**config.mk**
```make
export PLATFORM = sky130hd
export DESIGN_NAME = binary_counter_param
export DESIGN_NICKNAME = d
export VERILOG_FILES = /design/src/rtl/binary_counter_param.sv
export SDC_FILE = /design/constraint.sdc
export NUM_CORES = 1
export LEC_CHECK = 0
export BUFFER_PORTS_ARGS = -buffer_cell sky130_fd_sc_hd__buf_2
export CORE_UTILIZATION = 51
export CTS_CLUSTER_DIAMETER = 120
export DETAILED_ROUTE_END_ITERATION = 7
export GPL_TIMING_DRIVEN = 0
export PLACE_DENSITY = 0.78
export SLEW_MARGIN = 25
export SYNTH_ARGS = -nofsm -noshare
export SYNTH_HDL_FRONTEND = slang
export SYNTH_SLANG_ARGS = --single-unit
```
**constraint.sdc**
```tcl
create_clock -name clk -period 2 [get_ports clk]
set_input_delay 0.1 -clock clk [delete_from_list [all_inputs] [get_ports clk]]
set_output_delay 0.1 -clock clk [all_outputs]
set_load 0.01 [all_outputs]
```
**src/rtl/binary_counter_param.sv**
```systemverilog
// ---------------------------------------------------------------------------
// binary_counter_param
//
// Parameterised up/down binary counter with an enable prescaler, optional
// saturation at the range ends, a one-cycle terminal-count pulse and a sticky
// range-end (overflow/underflow) flag.
//
// Parameters
//   WIDTH    : counter width in bits (2..32)
//   MAX_VAL  : top of the count range (1..2**WIDTH-1); count stays in 0..MAX_VAL
//   SATURATE : 0 = wrap at the range ends, 1 = hold at the range ends
//   PRESCALE : enabled cycles per count step (1..256)
//
// Ports
//   clk      in   sole clock, rising edge
//   rst_n    in   asynchronous active-low reset
//   en       in   count enable, advances the prescaler
//   clr      in   synchronous clear of count and prescaler (highest priority)
//   load     in   synchronous parallel load (value clamped to MAX_VAL)
//   load_val in   value written on load
//   up_dn    in   step direction, 1 = up, 0 = down
//   ovf_clr  in   synchronous clear of the sticky ovf flag
//   count    out  registered counter value
//   tc       out  registered one-cycle pulse following a range-end event
//   ovf      out  registered sticky range-end flag
// ---------------------------------------------------------------------------
module binary_counter_param #(
    parameter int unsigned       WIDTH    = 8,
    parameter logic [WIDTH-1:0]  MAX_VAL  = {WIDTH{1'b1}},
    parameter int unsigned       SATURATE = 0,
    parameter int unsigned       PRESCALE = 1
) (
    input  logic             clk,
    input  logic             rst_n,
    input  logic             en,
    input  logic             clr,
    input  logic             load,
    input  logic [WIDTH-1:0] load_val,
    input  logic             up_dn,
    input  logic             ovf_clr,
    output logic [WIDTH-1:0] count,
    output logic             tc,
    output logic             ovf
);

    // Prescaler needs at least one bit even when PRESCALE == 1; it then stays
    // at 0 permanently, which is also its terminal value, so every enabled
    // edge is a step.
    localparam int unsigned    PW       = (PRESCALE > 1) ? $clog2(PRESCALE) : 1;
    localparam logic [PW-1:0]  PRE_TOP  = PW'(PRESCALE - 1);

    logic [WIDTH-1:0] count_q, count_d;
    logic [PW-1:0]    presc_q, presc_d;
    logic             tc_q, tc_d;
    logic             ovf_q, ovf_d;

    always_comb begin
        count_d = count_q;
        presc_d = presc_q;
        tc_d    = 1'b0;
        ovf_d   = ovf_q & ~ovf_clr;

        if (clr) begin
            count_d = '0;
            presc_d = '0;
        end else if (load) begin
            count_d = (load_val > MAX_VAL) ? MAX_VAL : load_val;
            presc_d = '0;
        end else if (en) begin
            if (presc_q == PRE_TOP) begin
                presc_d = '0;
                if (up_dn) begin
                    if (count_q == MAX_VAL) begin
                        count_d = (SATURATE != 0) ? MAX_VAL : '0;
                        tc_d    = 1'b1;
                        ovf_d   = 1'b1;  // set wins over a coincident ovf_clr
                    end else begin
                        count_d = count_q + WIDTH'(1);
                    end
                end else begin
                    if (count_q == '0) begin
                        count_d = (SATURATE != 0) ? '0 : MAX_VAL;
                        tc_d    = 1'b1;
                        ovf_d   = 1'b1;
                    end else begin
                        count_d = count_q - WIDTH'(1);
                    end
                end
            end else begin
                presc_d = presc_q + PW'(1);
            end
        end
    end

    always_ff @(posedge clk or negedge rst_n) begin
        if (!rst_n) begin
            count_q <= '0;
            presc_q <= '0;
            tc_q    <= 1'b0;
            ovf_q   <= 1'b0;
        end else begin
            count_q <= count_d;
            presc_q <= presc_d;
            tc_q    <= tc_d;
            ovf_q   <= ovf_d;
        end
    end

    assign count = count_q;
    assign tc    = tc_q;
    assign ovf   = ovf_q;

endmodule

```
# Yosys cells after proc, flatten, opt, wreduce, memory -nomap -nowiden
# Cells that the tools add are included.
totals:
  reg_bits: 11
  out_inout_bits: 10
  wordCells: 41
  in_bits: 15
op_classes:
  n_lt_le_gt_ge: 1
  bitwise: 2
  mux: 26
  add_sub_neg: 3
  eq_ne: 2
  n_reduce_logical: 3
ops:
  columns: ["cell", "n"]
  rows:
  - ["8-bit two-way mux", 8]
  - ["1-bit two-way mux", 18]
  - ["8-bit by 1-bit adder with 8-bit output (second input constant)", 1]
  - ["8-bit equality test (second input constant)", 1]
  - ["8-bit greater-than comparator (second input constant)", 1]
  - ["8-bit zero test", 1]
  - ["8-bit by 1-bit subtractor with 8-bit output (second input constant)", 1]
  - ["3-bit inequality test (second input constant)", 1]
  - ["3-bit nonzero test", 1]
  - ["2-bit AND reduction", 1]
  - ["1-bit adder (second input constant)", 1]
  - ["1-bit bitwise AND", 1]
  - ["1-bit inverter", 1]

# Longest topological paths before layout
# Gate-level depths: netlist (run 1).
depth:
  ltp_word: 8
  ltp_mapped: 7
  depth_no_buf: 7

# Least setup slack after synthesis (run 1)
# OpenSTA, ideal clock, no wires.
synth_timing:
  path_kind: "register to register"
  start: "register count_q[0] (netlist: count[0])"
  end: "register count_q[4] (netlist: count[4])"
  path_buffers: 0
  setup_ps: 94
  t_required_ps: 1906
  setup_slack_ps: 347
  synth_period_minus_slack_ps: 1653
  path_stages_with_launch: 7
  arrival_ps: 1560
  cell_sequence: "dfrtp_1 inv_1 ha_1 nor4b_4 a21oi_2 a221o_1 a221oi_2"
synth_via:
  elab_chain_len: 7
  word_cells_on_any_way: 11
  classes_between: "add/sub (2); eq/ne (1); mux (7); reduce/logical (1)"
synth_rtl:
  columns: ["item", "line", "text"]
  rows:
  - ["start: declaration", "52", "logic [WIDTH-1:0] count_q, count_d;"]
  - ["start signal: assignment", "102", "count_q <= count_d;"]
  - ["8-bit by 1-bit subtractor with 8-bit output (tied with other cells)", "86", "count_d = count_q - WIDTH'(1);"]
  - ["8-bit two-way mux, on equally long branches", "81, 73", null]
  - ["8-bit two-way mux *", "72", "if (up_dn) begin"]
  - ["8-bit two-way mux *", "70", "if (presc_q == PRE_TOP) begin"]
  - ["8-bit two-way mux *", "69", "end else if (en) begin"]
  - ["8-bit two-way mux *", "66", "end else if (load) begin"]
  - ["8-bit two-way mux *", "63", "if (clr) begin"]
# Mark *: on every way between the ends. The rest lies on a longest branch, timed or not. The select of a mux whose other input is x is not followed.
# A chain may end at the register's enable or synchronous reset.

# Worst setup path in the final report (run 1)
layout_timing:
  start: "register count_q[0] (netlist: count[0])"
  end: "register count_q[6] (netlist: count[6])"
# Same word-level chain as after synthesis.

==> results of run 1 <==
==> sequential cells by signal (all words and copies together) (netlist names) <==
register and flops:
count 8, ovf 1, tc 1
==> cells in the final DEF (no fill, tap or decap), types with 2 or more instances in the layout <==
master	instances
buf_2	24
a21oi_1	15
dfrtp_1	10
inv_1	9
nor2_1	9
nand2_1	7
nor3_1	5
o21ai_0	4
xnor2_1	3
xor2_1	3
ha_1	3
clkbuf_4	3
buf_6	2
nand4_1	2
buf_1	2
clkbuf_1	2
a21o_1	2
o21ai_1	2
nand3_1	2
nand2b_1	2
a221o_1	2
o22ai_1	2
==> worst min path at each step <==
stage	slack [ps]	cells after the start	startpoint	end
floorplan	-200	0	rst_n	count[0]
global placement	-30	1	rst_n	count[5]
detailed placement	-20	1	rst_n	count[4]
CTS	70	3	load_val[1]	count[1]
global route	90	3	load_val[1]	count[1]
finish	70	3	load_val[1]	count[1]
==> metrics by stage <==
step | worst slack [ps] | util (%) | hold WS (ps)
6_report | 209 | 64.1 | 74.2
5_1_grt | 49.8 | 64.1 | 88.4
4_1_cts | 222 | 64.1 | 72.7
3_5_place_dp | 236 | 62.2 | -23.2
3_3_place_gp | 225 | 62.2 | -32.0
2_1_floorplan | 347 | - | -196
==> kinds of logic after synthesis <==
family / Yosys count / synth area share, %
simple gates: 37 / 24.7
fa+ha+maj: 3 / 4.03
mux: 1 / 1.07
xor+xnor: 6 / 5.64
flops: 10 / 26.8
buf+inv: 18 / 9.53
compound gates: 39 / 28.2
==> area by class of cell <==
class | instances | area [um^2]
timing repair buffer | 23 | 120
inverter | 9 | 33.8
clock buffer | 3 | 22.5
sequential | 10 | 250
buffer | 9 | 55.1
tap | 25 | 31.3
fill | 171 | 621
multi-input combinational | 86 | 593
==> critical path, cell delays in order (launching register included) <==
cell	delay, ps
dfrtp_1	470
ha_1	300
nand4_2	160
o21ai_1	170
a21oi_1	90
o31a_1	250
a311oi_1	260
==> metal layers <==
layer,part of all wire (%),up-vias,wire (um)
met4,0,0,0
li1,-,458,-
met3,7.0,0,169
met2,50,51,1210
met1,43,456,1050
met5,0,-,0
==> power breakdown <==
group | internal [mW] | switching (mW) | leakage (nW) | total (mW)
Sequential | 0.215 | 0.0194 | 0.133 | 0.235
Combinational | 0.101 | 0.131 | 0.374 | 0.231
Clock | 0.0697 | 0.0723 | 0.0138 | 0.142
==> metrics.md, run 1 <==
| Metric | Value |
|---|---|
| Met2 GRT Util | between 40 and 50% |
| Ys flop type | dfrtp_1 |
| Fin area | 0.00111 mm^2 |
| MaxCap Viol Count | 0 |
| Max Clock Skew | ~4.4 ps |
| Layout Cells excl Fill | 165 |
| Fin crit period | 1790 ps |
| Area contributors post-synth | dfrtp_1, a21oi_1, ha_1 |
| First-pass GRT wire length | around 3.9 mm |
| I/O pins | 25 |
| Final nets | 160 |
| Final HPWL DP | 1.76 mm |
| Worst Path Required | between 2000 and 2500 ps |
| Rows | 15 |
| CP Capture Point | count[6] |
| Cell with the most instances after synthesis | a21oi_1 |
| Pwr Total | 608 uW |
| Met1 Use GR | 33.2% |
| Worst reg2reg setup slack | between 200 and 250 ps |
| Placed inst area | 0.00107 mm^2 |
| Antenna violations before repair | 0 |
| Yosys reg bits | 10 |
| Post-CTS sizing | 0 |
| Hold Buf Count CTS | 1 |
| Die Ht | ~45 um |
| Share of flip-flops with an asynchronous set or reset | 100% |
| Setup repair bufs after CTS | 0 |
| Ratio of cells with drive above 1 in the final layout | 28.6% |
| Dpl cells | 161 |
| Setup TNS | 0 ps |
| Worst Tran Pin Value | 488 ps |
| FF-to-FF End | count[6] |
| Drc violations | 0 |
| Port Buffers | 22 |
| Cell taking the most area after synthesis | dfrtp_1 |
| Core Area | 0.00173 mm^2 |
| Hold Crit Class | input pin to flop |
| Gr busiest metal | met2 |
| Die width | approximately 45 um |
| RePlAce Congestion | 0.895 |
| Max Slew Vio Count | 0 |
| Met3 Use GR | 5.60% |
| Seq/Total Area, Yosys | between 20 and 30% |
| Slew margin rel. | approximately 67% |
| Diode count | 0 |
| Gr ovfl total | 0 |
| CP startpoint | count[0] |
| Clk root buf | clkbuf_4 |
| Post-synth top cells | a21oi_1, dfrtp_1, inv_1, nor2_1, nand2_1 |
| H-tree level count | 1 |
| Max VDD drop | 0.000372 V |
| Via count | approximately 970 |
| Synth unique cells | 45 |
| Number of flops mapped to enable cells by yosys | 0 |
| Largest net degree at the start of global routing | 11 |
| Post-Syn Instances | ~110 |
| Final WL | 2.43 mm |
| Number of global-route vias before repair | 883 |
| Setup crit end kind | flop |
| Final hold vios | 0 |
| Reg2Reg Depth | 6 |
| WS Path Type | flop to flop |
| Final setup viols | 0 |
| YS warnings | 0 |
| Vias per std cell | slightly below 6 |
| Startpoint types | flop |
| Status | finished clean |
| Gr usage total | 26.5% |
| Die ar. | 0.00200 mm^2 |
| Leakage power | 0.521 nW |
| Syn avg cell area | approximately 8 um^2 |
| Initial Util | 54.0% |
| Drt initial violations | 17 |
| Pwr Density | about 550 mW/mm^2 |
| Routed Antenna Nets | 0 |
| Net count after synthesis | 132 |
| Synth Cell Area | 932 um^2 |
| TritonCTS clock tree | built |
| # clock sinks | 10 |
| Area growth syn-to-layout | 18.7% |
| Clk buf depth | 2 |
| Total CTS buffers | 3 |
| DR pass1 iterations | 4 |
| Critical path arrival | 1960 ps |
| Clk Latency, worst-skew pair | 270 ps |
| Fmax | 0.558 GHz |
| Top-area cell type share of the netlist area | between 20% and 30% |
| Clock transition at the registers of the reported paths | 70 ps |
| Period utilization | 89.6% |
| RSZ-0062 raised after global routing | false |
| Reg-to-reg startpoint | count[0] |
| WL/cell | 14.7 um |
| Max FO, Critical Path | 7 |
Note: power is estimated with default switching activity, not from simulation.
==> run 2, diff against run 1 <==
--- a/config.mk
+++ b/config.mk
@@ -11,6 +11,8 @@
 export DETAILED_ROUTE_END_ITERATION = 7
 export GPL_TIMING_DRIVEN = 0
 export PLACE_DENSITY = 0.78
+export RECOVER_POWER = 100
+export SKIP_LAST_GASP = 1
 export SLEW_MARGIN = 25
 export SYNTH_ARGS = -nofsm -noshare
 export SYNTH_HDL_FRONTEND = slang
==> run 2 against run 1 <==
- critical path depth did not move
- sequential share of layout area up 0.50 points
- cell count is the same
- hold slack about the same
- global-route usage did not move
- core utilization down 1.4 points
- wire length is 1.4% lower
- power decreased by 1.5%
- first-iteration DRC count grew 59%
- fmax fell by 3.2%
- register-to-register slack got worse by 60 ps
==> metrics.md, run 2 (synthesis gave the netlist of run 1 again) <==
| Metric | Value |
|---|---|
| Fmax | approximately 0.54 GHz |
| Initial Util | a little over half |
| Final HPWL DP | 1.76 mm |
| MaxCap Viol Count | 0 |
| Setup repair bufs after CTS | 0 |
| I/O pins | 25 |
| Most frequent cells in the layout | a21oi_1, buf_2, clkbuf_1 |
| Via count | between 900 and 1000 |
| Critical path arrival | 2020 ps |
| First-pass GRT wire length | 3.88 mm |
| Ratio of cells with drive above 1 in the final layout | 19.3% |
| Layout Utilization | 62.7% |
| Switching Share | 36.5% |
| Setup TNS | 0 ps |
| Vias per std cell | 5.85 |
| Core Area | 0.00173 mm^2 |
| Startpoint types | flop |
| Final setup viols | 0 |
| Drc violations | 0 |
| Max FFs per register | 8 |
| Post-CTS sizing | 0 |
| Max Clock Skew | slightly below 3 ps |
| Max Slew Vio Count | 0 |
| Worst Path Required | around 2200 ps |
| Worst Tran Pin Value | 582 ps |
| RSZ-0062 raised after global routing | false |
| CP Cell Sequence | inv_1, ha_1, nor4b_4, a21oi_1, a221o_1, a221oi_1 |
| CP peak stage delay | 460 ps |
| Gr ovfl total | 0 |
| Die ar. | 0.00200 mm^2 |
| Clk root buf | clkbuf_4 |
| Clock transition at the registers of the reported paths | 70 ps |
| Fin crit period | 1850 ps |
| WS Path Type | flop to flop |
| Hold Crit Class | input pin to flop |
| Total CTS buffers | 3 |
| NetSw | 218 uW |
| Status | finished clean |
| Setup crit end kind | flop |
| Max VDD drop | roughly 0.00037 V |
| Pwr Density | 553 mW/mm^2 |
| Diode count | 0 |
| Die width | 44.8 um |
| WL/cell | 14.5 um |
| Max FO, Critical Path | 7 |
| Routed Antenna Nets | 0 |
| Placed inst area | 0.00107 mm^2 |
| Most common cell after layout, fill and taps aside | a21oi_1 |
| Fin area | 0.00108 mm^2 |
| Period utilization | 92.6% |
| Gr usage total | 26.5% |
| CP max-delay cell | dfrtp_1 |
| Setup WS pre-CTS | approximately 240 ps |
| DR pass1 iterations | 4 |
| Die Ht | between 40 and 50 um |
| Clock Power Share | 23.5% |
| Final WL | 2.39 mm |
| Dpl cells | 161 |
| TritonCTS clock tree | built |
| # clock sinks | 10 |
| Drt initial violations | 27 |
| Largest net degree at the start of global routing | 11 |
| Port Buffers | 22 |
| Reg power frac | 39.3% |
| H-tree level count | 1 |
| Slew margin rel. | between 60% and 70% |
| Final hold vios | 0 |
| Final nets | 160 |
| Clk Latency, worst-skew pair | about 270 ps |
| Clk buf depth | 2 |
| Layout Cells excl Fill | 165 |
| Pwr Total | between 500 and 600 uW |
| Rows | 15 |
| Antenna violations before repair | 0 |
| RePlAce Congestion | 0.895 |
| Number of global-route vias before repair | between 800 and 900 |
| Setup WS post-layout | 149 ps |
| Internal | 380 uW |
| Area growth syn-to-layout | 16.1% |
| Hold_ws | around 75 ps |
| Comb power frac | 37.2% |
| Leakage power | roughly 0.48 nW |
==> run 2: cell count changes in the layout (fill, tap and decap cells not counted), sizes merged <==
cell and delta:
clkbuf +11, buf -11
==> run 2: area by class of cell <==
class                   instances  area [um^2]
flip-flops and latches         10          250
fillers                       174          644
clock buffers                   3         22.5
plain buffers                   9         55.1
inverters                       9         33.8
repair buffers                 23          106
multi-input cells              86          583
well taps                      25         31.3
==> run 2: what timing repair did <==
item,in CTS,in global routing
endpoints found under the hold margin,10,0
hold buffers,1,0
setup endpoints to repair,0,0
==> run 2: critical path, delay by kind of cell (launching register included) <==
kind / cells / cell delay (ps)
AND/OR/NAND/NOR: 1 / 240
flip-flops: 1 / 460
buffers and inverters: 1 / 130
AO/OA/AOI/OAI: 3 / 730
adder cells (fa/ha/maj): 1 / 190
==> run 2: path summary, 6_finish.rpt <==
kind                                  start  endpoint  slack (ps)  cells past startpoint
worst min register to register          ovf       ovf         480                      1
max in group asynchronous             rst_n  count[1]        1280                      2
min in group asynchronous             rst_n  count[5]         340                      2
worst max register to register     count[0]  count[4]         150                      6
worst max-delay path               count[0]  count[4]         150                      6
worst min-delay path            load_val[1]  count[1]          70                      3
==> run 2: routing by layer <==
layer / GRT usage, % / vias to the layer above / part of all wire [%]
met5: 0 / - / 0
met4: 4.24 / 0 / 0.17
met3: 5.60 / 4 / 5.3
met2: 47.4 / 39 / 51
met1: 33.2 / 464 / 44
li1: - / 458 / -
==> run 2: power by group through the flow <==
stage | Clock, mW | Combinational, mW | Sequential, mW
after global routing | 0.150 | 0.244 | 0.238
after detailed placement | 0 | 0.226 | 0.238
final | 0.141 | 0.223 | 0.235
after CTS | 0.142 | 0.229 | 0.235
after global placement | 0 | 0.221 | 0.238
after floorplan | 0 | 0.160 | 0.242
==> run 3, diff against run 2 <==
==> constraint.sdc (replaced) <==
create_clock -name clk -period 1.9 [get_ports clk]
set_input_delay 0.095 -clock clk [delete_from_list [all_inputs] [get_ports clk]]
set_output_delay 0.095 -clock clk [all_outputs]
set_load 0.01 [all_outputs]
==> run 3 against run 2 <==
- sequential power grew 6%
- global-route usage is the same
- first-iteration DRC count shrank 7.4%
- critical endpoint unchanged
- largest cell class unchanged
- largest power group unchanged
==> metrics.md, run 3 (synthesis gave the netlist of run 1 again) <==
| Metric | Value |
|---|---|
| Hold Crit Endpoint | count[1] |
| Fin crit period | ~1800 ps |
| Max FFs per register | 8 |
| Worst reg2reg setup slack | between 100 and 150 ps |
| Worst Hold Depth | 3 |
| Rows | 15 |
| Most frequent cells in the layout | buf_2, a21oi_1, clkbuf_1 |
| WS Path Type | flop to flop |
| Die ar. | approximately 0.0020 mm^2 |
| Core Area | between 0.0015 and 0.002 mm^2 |
| Gr usage total | 26.5% |
| Drt initial violations | 25 |
| Total CTS buffers | 3 |
| Area growth syn-to-layout | 18.0% |
| Setup WS post-layout | 127 ps |
| Clk root buf | clkbuf_4 |
| Die Ht | 44.8 um |
| Layout Cells excl Fill | approximately 170 |
| Setup TNS | 0 ps |
| WL/cell | about 15 um |
| Dpl cells | between 150 and 200 |
| Leakage power | 0.481 nW |
| Worst Tran Pin Value | about 590 ps |
| Register area | about 250 um^2 |
| Max Clock Skew | 2.14 ps |
| Pwr Total | 638 uW |
| FF-to-FF End | count[4] |
| Vias per std cell | 5.97 |
| Clk buf depth | 2 |
| Ratio of cells with drive above 1 in the final layout | 24.3% |
| Diode count | 0 |
| Multi-input logic area | between 500 and 600 um^2 |
| Final WL | ~2.5 mm |
| Setup WS pre-CTS | 136 ps |
| Port Buffers | 22 |
| Fmax | 0.564 GHz |
| Number of global-route vias before repair | 883 |
| Max FO, Critical Path | 7 |
| # fillers | 173 |
| Pwr Density | 580 mW/mm^2 |
| Via count | ~990 |
| # clock sinks | 10 |
| Startpoint of the worst hold path | load_val[1] |
| TritonCTS clock tree | built |
| I/O pins | 25 |
| Reg2Reg Depth | 6 |
| Max VDD drop | 0.000392 V |
| Final setup viols | 0 |
| Placed inst area | 0.00107 mm^2 |
| Status | finished clean |
| Clk Latency, worst-skew pair | 270 ps |
| Drc violations | 0 |
| DR pass1 iterations | 5 |
| Setup repair bufs after CTS | 0 |
| Routed Antenna Nets | 0 |
| Startpoint types | flop |
| Reg-to-reg startpoint | count[0] |
| Max Slew Vio Count | 0 |
| MaxCap Viol Count | 0 |
| Antenna violations before repair | 0 |
| Setup crit end kind | flop |
| Final hold vios | 0 |
| Initial Util | 54.0% |
| RSZ-0062 raised after global routing | false |
| RePlAce Congestion | 0.895 |
| Final HPWL DP | 1.76 mm |
| Hold Crit Class | input pin to flop |
| Fin area | 0.00110 mm^2 |
| Critical path arrival | 1950 ps |
| Period utilization | between 90 and 100% |
| Clock transition at the registers of the reported paths | 70 ps |
| First-pass GRT wire length | 3.88 mm |
| Gr ovfl total | 0 |
| Die width | 44.8 um |
| Slew margin rel. | 60.8% |
| Hold_ws | 64.6 ps |
| Worst Path Required | 2080 ps |
| Largest net degree at the start of global routing | 11 |
| Final nets | 160 |
| Layout Utilization | 63.7% |
| H-tree level count | 1 |
run 3: cell count changes in the layout (fill, tap and decap cells not counted), moves of 2 or more:
cell	change
dfrtp_2	+2
dfrtp_1	-2
buf_2	+2
clkbuf_1	-2
run 3: worst max path at each step:
stage               end  depth (start not counted)  slack [ps]     start
4_1_cts        count[6]                          6         120  count[0]
3_3_place_gp   count[4]                          6         130  count[0]
3_5_place_dp   count[6]                          6         140  count[0]
2_1_floorplan  count[4]                          6         250  count[0]
6_report       count[4]                          6         130  count[0]
5_1_grt        count[4]                          6          60  count[0]
run 3: final cells by class:
class | count | area share, %
Sequential cell | 10 | 23.0
Timing Repair Buffer | 23 | 9.90
Buffer | 9 | 5.01
Inverter | 9 | 3.07
Multi-Input combinational cell | 86 | 54.2
Tap cell | 25 | 2.84
Clock buffer | 3 | 2.05
run 3: power by group:
part / total [mW] / leakage [nW] / switching [mW] / internal, mW
clock network: 0.149 / 0.0138 / 0.0754 / 0.0733
registers: 0.249 / 0.130 / 0.0216 / 0.227
logic: 0.240 / 0.338 / 0.137 / 0.103
run 3: repair_timing:
item / CTS / global route
endpoints found under the hold margin: 10 / 0
resized for setup: 0 / 3
setup endpoints to repair: 0 / 1
hold buffers: 1 / 0
run 3: metal layers:
metal | GRT usage (%) | part of all wire [%] | vias to the layer above
met2 | 47.4 | 50 | 48
met3 | 5.60 | 6.3 | 0
li1 | - | - | 459
met4 | 4.24 | 0 | 0
met5 | 0 | 0 | -
met1 | 33.2 | 43 | 478
run 3: critical path, stage by stage, from the launching register on:
cell	delay, ps
dfrtp_2	460
inv_1	110
ha_1	190
nor4b_4	260
a21oi_2	120
a221o_1	340
a221oi_2	210
